`config.mk`:
```
export PLATFORM = sky130hd
export DESIGN_NAME = rl_top
export DESIGN_NICKNAME = d
export VERILOG_FILES = /design/src/rtl/rl_pkg.sv /design/src/rtl/rl_cell_pe.sv /design/src/rtl/rl_top.sv
export SDC_FILE = /design/constraint.sdc
export NUM_CORES = 2
export LEC_CHECK = 0
export ABC_CLOCK_PERIOD_IN_PS = 3740
export CAP_MARGIN = 10
export CORE_AREA = 2 2 406 408
export CTS_CLUSTER_SIZE = 14
export DETAILED_ROUTE_END_ITERATION = 6
export DIE_AREA = 0 0 408 410
export DONT_BUFFER_PORTS = 1
export PLACE_DENSITY_LB_ADDON = 0.12
export SYNTH_ARGS = -nofsm -noshare
export SYNTH_HDL_FRONTEND = slang
export SYNTH_HIERARCHICAL = 1
export SYNTH_SLANG_ARGS = --single-unit
```
`constraint.sdc`:
```
create_clock -name clk -period 3.74 [get_ports clk]
set_input_delay 0.748 -clock clk [delete_from_list [all_inputs] [get_ports clk]]
set_output_delay 0.748 -clock clk [all_outputs]
set_load 0.03 [all_outputs]
```
`src/rtl/rl_pkg.sv`:
```
// Shared widths, PE state encoding, filter-buffer entry layout and the pair filter rule
// for the range-limited force evaluation slice.
package rl_pkg;

  localparam int X_DIM                    = 4;
  localparam int Y_DIM                    = 4;
  localparam int Z_DIM                    = 4;
  localparam int NUM_PARTICLE_PER_CELL    = 100;
  localparam int NUM_NEIGHBOR_CELLS       = 13;
  localparam int DATA_WIDTH               = 32;
  localparam int PARTICLE_ID_WIDTH        = 7;
  localparam int NEIGHBOR_WIDTH           = 4;
  localparam int FILTER_BUFFER_DATA_WIDTH = PARTICLE_ID_WIDTH + 3 * DATA_WIDTH;
  localparam int FILTER_DEPTH             = 16;
  localparam int FILTER_PTR_WIDTH         = 4;
  localparam int FILTER_CNT_WIDTH         = 5;
  localparam int FORCE_LATENCY            = 4;

  typedef enum logic [1:0] {
    S_IDLE  = 2'd0,
    S_READ  = 2'd1,
    S_DRAIN = 2'd2,
    S_DONE  = 2'd3
  } pe_state_e;

  typedef struct packed {
    logic [PARTICLE_ID_WIDTH-1:0] pid;
    logic [3*DATA_WIDTH-1:0]      payload;
  } fb_entry_t;

  // Only the low two bits of h+n matter for the modulo-4 test.
  function automatic logic pair_accept(input logic [NEIGHBOR_WIDTH-1:0] n,
                                       input logic [PARTICLE_ID_WIDTH-1:0] h);
    logic [1:0] mod4;
    mod4 = h[1:0] + n[1:0];
    return (mod4 != 2'd3);
  endfunction

endpackage

```
`src/rtl/rl_cell_pe.sv`:
```
// One cell PE: pair generator FSM, one-cycle filter stage, 16-entry filter buffer and force pipe.
// RL_ACCEPT_ALL_EN makes the filter accept every candidate pair.
module rl_cell_pe
  import rl_pkg::*;
(
  input  logic clk,
  input  logic rst,
  input  logic start,
  output logic reading_done,
  output logic back_pressure,
  output logic filter_buffer_empty,
  output logic force_valid
);

  pe_state_e                    r_state;
  pe_state_e                    w_state_nxt;
  logic [NEIGHBOR_WIDTH-1:0]    r_n;
  logic [NEIGHBOR_WIDTH-1:0]    r_cand_n;
  logic [PARTICLE_ID_WIDTH-1:0] r_h;
  logic [PARTICLE_ID_WIDTH-1:0] r_cand_h;
  logic                         r_cand_valid;
  logic                         w_issue;
  logic                         w_last;
  logic                         w_accept;
  logic                         w_push;
  logic                         w_pop;
  fb_entry_t                    w_push_entry;
  fb_entry_t                    r_mem [FILTER_DEPTH];
  logic [FILTER_PTR_WIDTH-1:0]  r_wr_ptr;
  logic [FILTER_PTR_WIDTH-1:0]  r_rd_ptr;
  logic [FILTER_CNT_WIDTH-1:0]  r_count;
  logic [FILTER_CNT_WIDTH-1:0]  w_count_nxt;
  logic                         r_pop_last;
  logic [FORCE_LATENCY-1:0]     r_pipe_valid;
  logic [PARTICLE_ID_WIDTH-1:0] r_pipe_pid [FORCE_LATENCY];
  logic                         r_reading_done;
  logic                         r_back_pressure;
  logic                         r_empty;
  logic                         r_force_valid;

  always_comb begin
    w_issue = (r_state == S_READ) && !r_back_pressure;
    w_last  = (r_n == NEIGHBOR_WIDTH'(NUM_NEIGHBOR_CELLS)) &&
              (r_h == PARTICLE_ID_WIDTH'(NUM_PARTICLE_PER_CELL - 1));
`ifdef RL_ACCEPT_ALL_EN
    w_accept = 1'b1;
`else
    w_accept = pair_accept(r_cand_n, r_cand_h);
`endif
    w_push = r_cand_valid && w_accept;
    // Initiation interval of 2: never pop in the cycle right after a pop.
    w_pop       = (r_count != {FILTER_CNT_WIDTH{1'b0}}) && !r_pop_last;
    w_count_nxt = r_count + FILTER_CNT_WIDTH'(w_push) - FILTER_CNT_WIDTH'(w_pop);
    w_push_entry.pid     = r_cand_h;
    w_push_entry.payload = {{(3*DATA_WIDTH-NEIGHBOR_WIDTH-PARTICLE_ID_WIDTH){1'b0}},
                            r_cand_n, r_cand_h};
  end

  always_comb begin
    w_state_nxt = r_state;
    case (r_state)
      S_IDLE:  if (start) w_state_nxt = S_READ; else w_state_nxt = S_IDLE;
      S_READ:  if (w_issue && w_last) w_state_nxt = S_DRAIN; else w_state_nxt = S_READ;
      S_DRAIN: if (!r_cand_valid && (r_count == {FILTER_CNT_WIDTH{1'b0}}) &&
                   (r_pipe_valid == {FORCE_LATENCY{1'b0}})) w_state_nxt = S_DONE;
               else w_state_nxt = S_DRAIN;
      S_DONE:  w_state_nxt = S_DONE;
      default: w_state_nxt = S_IDLE;
    endcase
  end

  always_ff @(posedge clk) begin
    if (rst) r_state <= S_IDLE;
    else     r_state <= w_state_nxt;
  end

  always_ff @(posedge clk) begin
    if (rst) begin
      r_n             <= {NEIGHBOR_WIDTH{1'b0}};
      r_h             <= {PARTICLE_ID_WIDTH{1'b0}};
      r_cand_valid    <= 1'b0;
      r_cand_n        <= {NEIGHBOR_WIDTH{1'b0}};
      r_cand_h        <= {PARTICLE_ID_WIDTH{1'b0}};
      r_wr_ptr        <= {FILTER_PTR_WIDTH{1'b0}};
      r_rd_ptr        <= {FILTER_PTR_WIDTH{1'b0}};
      r_count         <= {FILTER_CNT_WIDTH{1'b0}};
      r_pop_last      <= 1'b0;
      r_pipe_valid    <= {FORCE_LATENCY{1'b0}};
      r_reading_done  <= 1'b0;
      r_back_pressure <= 1'b0;
      r_empty         <= 1'b1;
      r_force_valid   <= 1'b0;
    end else begin
      if (w_issue) begin
        if (r_h == PARTICLE_ID_WIDTH'(NUM_PARTICLE_PER_CELL - 1)) begin
          r_h <= {PARTICLE_ID_WIDTH{1'b0}};
          r_n <= r_n + NEIGHBOR_WIDTH'(1);
        end else begin
          r_h <= r_h + PARTICLE_ID_WIDTH'(1);
        end
      end
      r_cand_valid <= w_issue;
      r_cand_n     <= r_n;
      r_cand_h     <= r_h;
      if (w_push) r_wr_ptr <= r_wr_ptr + FILTER_PTR_WIDTH'(1);
      if (w_pop)  r_rd_ptr <= r_rd_ptr + FILTER_PTR_WIDTH'(1);
      r_count      <= w_count_nxt;
      r_pop_last   <= w_pop;
      r_pipe_valid <= {r_pipe_valid[FORCE_LATENCY-2:0], w_pop};
      if (w_issue && w_last) r_reading_done <= 1'b1;
      // Flags reflect the count as it will be after this edge.
      r_back_pressure <= (w_count_nxt >= FILTER_CNT_WIDTH'(FILTER_DEPTH - 2));
      r_empty         <= (w_count_nxt == {FILTER_CNT_WIDTH{1'b0}});
      if (r_state == S_DONE) r_force_valid <= 1'b1;
    end
  end

  always_ff @(posedge clk) begin
    if (w_push) r_mem[r_wr_ptr] <= w_push_entry;
    r_pipe_pid[0] <= r_mem[r_rd_ptr].pid;
    for (int i = 1; i < FORCE_LATENCY; i++) r_pipe_pid[i] <= r_pipe_pid[i-1];
  end

  assign reading_done        = r_reading_done;
  assign back_pressure       = r_back_pressure;
  assign filter_buffer_empty = r_empty;
  assign force_valid         = r_force_valid;

endmodule

```
`src/rtl/rl_top.sv`:
```
// Range-limited force evaluation top: NUM_CELLS lockstep cell PEs plus a registered all-done flag.
// RL_ACCEPT_ALL_EN (see rl_cell_pe) disables pair filtering.
module rl_top
  import rl_pkg::*;
#(
  parameter int NUM_CELLS = X_DIM * Y_DIM * Z_DIM
) (
  input  logic                 clk,
  input  logic                 rst,
  input  logic                 start,
  output logic [NUM_CELLS-1:0] reading_done,
  output logic [NUM_CELLS-1:0] back_pressure,
  output logic [NUM_CELLS-1:0] filter_buffer_empty,
  output logic [NUM_CELLS-1:0] force_valid,
  output logic                 force_valid_and
);

  logic [NUM_CELLS-1:0] w_force_valid;
  logic                 r_force_valid_and;

  for (genvar gi = 0; gi < NUM_CELLS; gi++) begin : g_cell
    rl_cell_pe u_pe (
      .clk                 (clk),
      .rst                 (rst),
      .start               (start),
      .reading_done        (reading_done[gi]),
      .back_pressure       (back_pressure[gi]),
      .filter_buffer_empty (filter_buffer_empty[gi]),
      .force_valid         (w_force_valid[gi])
    );
  end

  always_ff @(posedge clk) begin
    if (rst) r_force_valid_and <= 1'b0;
    else     r_force_valid_and <= &w_force_valid;
  end

  assign force_valid     = w_force_valid;
  assign force_valid_and = r_force_valid_and;

endmodule

```
==> results.yml <==
worst_setup_path:
  crit_fanout: 320
  critPathTopFamily: "buffers and inverters"
  cp.required_ps: 4430
  r2r.worst_path.cells: 13
  r2r_slack_ps: 680
  path_cells: "buf_16, buf_16, buf_16, nand4b_1, nor4_1, nand4_1, nor4_2"
  critPathCaptureType: "flop"
  crit_cells: 7
  startpoint: "rst"
  path_buf_inv: 3
  slowest_stage: "buf_16"
  worstSetupPathType: "input port to flop"
  r2r_start: "g_cell[7].u_pe/r_count[3]"
  cp_common_cell: "buf_16"
  startpoint_type: "input port"
  critPathArrivalTime_ps: 4130
  slowest_delay_ps: 810
layout:
  fin_util_pct: 60.2
  drive_above_1_share_pct: 8.14
  area_growth_pct: 10.2
  nNetsFinal: 9942
global_route:
  use_met2_pct: 35.1
  antenna_found_initial: 3
  track_usage_pct: 20.4
  grt.busiest_layer: "met2"
  grt_max_degree: 321
  use_met3_pct: 4.30
  overflow: 0
  first_global_vias: 60500
  grt_first_pass_wirelength_um: 292000
  gr-usage-met1_pct: 25.7
synthesis:
  ys_warn_count: 6
  syn-num-nets: 9920
  async_flop_share_pct: 0
  syn_inst: 9213
  synthFlopType: "dfxtp_1"
  synth.most_common_cell: "dfxtp_1"
  synth_edf_count: 0
  synthTopCellsByArea: "dfxtp_1 (45%), ha_1 (9.0%), xnor2_1 (5.5%)"
  synth_common_cells: "dfxtp_1 (1985), inv_1 (884), nor2_1 (875), ha_1 (640), xnor2_1 (556)"
  synth_top_area_cell: "dfxtp_1"
  synth_area_sq_um: 89200
  synth_cell_type_count: 65
  avgSynthCellArea_sq_um: 9.69
  postSynthRegisterBits: 1985
  yosysTopAreaCellShare_pct: 44.5
  ys_seq_area_share_pct: 44.5
pwr:
  total_power_mw: 71.5
  vdd_drop_max_mv: 0.511
  pwr_density_cell_nw_per_um2: 726
  leakagePower_nw: 39.0
clock_tree:
  cts_resized: 0
  cts-buffers-inserted: 207
  cts.htree.levels: 4
  cts_setup_buffers: 0
  clock_sinks: 1985
  ctsRootBufferMaster: "clkbuf_16"
  cts_tree: "done"
  clockBufferDepth: 3
  clock_latency_ps: 830
  clkTransAtPathRegs_ps: 60
floorplan:
  start_util_pct: 54.6
  die_h_um: 410
  core_sq_um: 163000
  design.die.area_sq_um: 167000
  num_io_pins: 260
  die_width_um: 408
  rows: 149
routing:
  drc: 0
  vias_per_cell: 5.35
  vias: 62000
  antenna_left: 0
  wl_um: 173000
  wl_per_cell_um: 15.0
  drt_first_pass_iters: 6
  drt_iter0_drc: 3062
timing:
  slew_headroom_pct: 8.77
  hold_ws_ps: 97.5
  setup_viol: 0
  rsz0062_at_grt: "no"
  clock.fmax_ghz: 0.290
  hold_viol_final: 0
  worstMarginPinSlew_ps: 1370
  min_period_over_period_pct: 92.2
  skew_ps: 25.1
  fin_crit_ps: 3450
  finalMaxSlewViolations: 0
placement:
  gp_congestion: 0.828
  io_buffers: 0
  dpl.hpwl_um: 117000
run_status:
  status: "finished, final reports clean"
hold_path:
  hold_depth: 3
  hp-class: "input port to flop"
  hp-start: "rst"
job:
  maxCapViolCount: 0
[worst register-to-register path, cell delays in order, from the launching register on]
cell and delay, ps:
dfxtp_1 320, inv_1 80, ha_1 150, nor4b_1 470
nor2_1 100, ha_1 310, inv_1 60, ha_1 180
inv_1 70, fa_1 400, nand2b_1 160, a21oi_1 280
or4_1 190, o311ai_0 150
[report_power, final]
group	switching (mW)	total, mW	leakage (nW)	internal, mW
Sequential	3.73	28.2	16.2	24.5
Combinational	12.2	22.7	19.3	10.5
Clock	8.33	20.5	3.40	12.2
Total	24.3	71.5	39.0	47.2
[per-stage QoR]
| step | TNS, ps | instance area (sq um) | instances | setup slack (ps) |
|---|---|---|---|---|
| 3_5_place_dp | -275090 | 91400 | 11200 | -1340 |
| 6_report | 0 | 98400 | 11600 | 291 |
| 3_3_place_gp | -243140 | 91400 | 11200 | -1210 |
| 5_1_grt | 0 | 98400 | 11600 | 72.8 |
| 2_1_floorplan | 0 | 89200 | 9213 | 1150 |
| 4_1_cts | 0 | 98300 | 11600 | 149 |
[cell type report]
type | count | area (sq um)
Fill cell | 14000 | 65100
Multi-Input combinational cell | 6143 | 45300
Sequential cell | 1985 | 39700
Clock buffer | 309 | 6190
Inverter | 884 | 3320
Tap cell | 2189 | 2740
Clock inverter | 63 | 691
Timing Repair Buffer | 14 | 335
Antenna cell | 1 | 2.50
[kinds of logic after synthesis]
family,Yosys count,synth area share (%)
AND/OR/NAND/NOR,3524,24.0
flip-flops,1985,44.5
buffers and inverters,1085,4.64
AO/OA/AOI/OAI,1018,7.42
XOR/XNOR,834,8.19
adder cells (fa/ha/maj),704,10.4
multiplexers,63,0.799
[final timing paths]
check                                         end
setup / recovery                  force_valid_and
hold / removal         g_cell[40].u_pe/r_count[2]
setup reg to reg     g_cell[7].u_pe/back_pressure
hold reg to reg   g_cell[42].u_pe/r_pipe_valid[3]
[routing by layer]
metal  vias to the layer above  routed length (um)
met5                         -                   0
met3                       242                7700
li1                      31700                   -
met2                       711               82600
met4                         0                3530
met1                     29400               79500
[state kept, by name, summed over array words and instances, names as in the netlist]
register                         count
force_valid_and                      1
g_cell.u_pe/reading_done            64
g_cell.u_pe/r_cand_valid            64
g_cell.u_pe/r_cand_n               128
g_cell.u_pe/r_count                320
g_cell.u_pe/r_n                    256
g_cell.u_pe/force_valid             64
g_cell.u_pe/r_pipe_valid           256
g_cell.u_pe/r_h                    448
g_cell.u_pe/r_cand_h               128
g_cell.u_pe/r_state                128
g_cell.u_pe/filter_buffer_empty     64
g_cell.u_pe/back_pressure           64
[layout by cell type, fill, tap and decap left out, types with 56 or more instances in the layout]
| cell | instances |
|---|---|
| nor3_1 | 396 |
| nand4_2 | 60 |
| and3_1 | 65 |
| and2_1 | 77 |
| nor4_1 | 115 |
| ha_1 | 640 |
| o211ai_1 | 63 |
| or3_1 | 63 |
| a41o_1 | 64 |
| nor4_2 | 57 |
| xor2_1 | 278 |
| nand2_1 | 317 |
| inv_1 | 884 |
| o21ai_0 | 63 |
| a21o_1 | 65 |
| clkbuf_16 | 214 |
| nor2_1 | 875 |
| nor2b_1 | 460 |
| nor3_4 | 57 |
| a21oi_1 | 509 |
| o311ai_0 | 61 |
| xnor2_1 | 556 |
| nand3_1 | 302 |
| fa_1 | 64 |
| nor4b_1 | 126 |
| a21boi_0 | 64 |
| or4_1 | 62 |
| nand4_1 | 114 |
| nor3b_1 | 117 |
| dfxtp_1 | 1985 |
| nand2b_1 | 64 |
| mux2_2 | 56 |
[timing repair]
action	4_1_cts	5_1_grt
endpoints found under the setup margin	189	13
hold buffers	1	0
gates cloned	2	1
endpoints found under the hold margin	6	0
No activity file was read; power rests on OpenSTA's default activity.
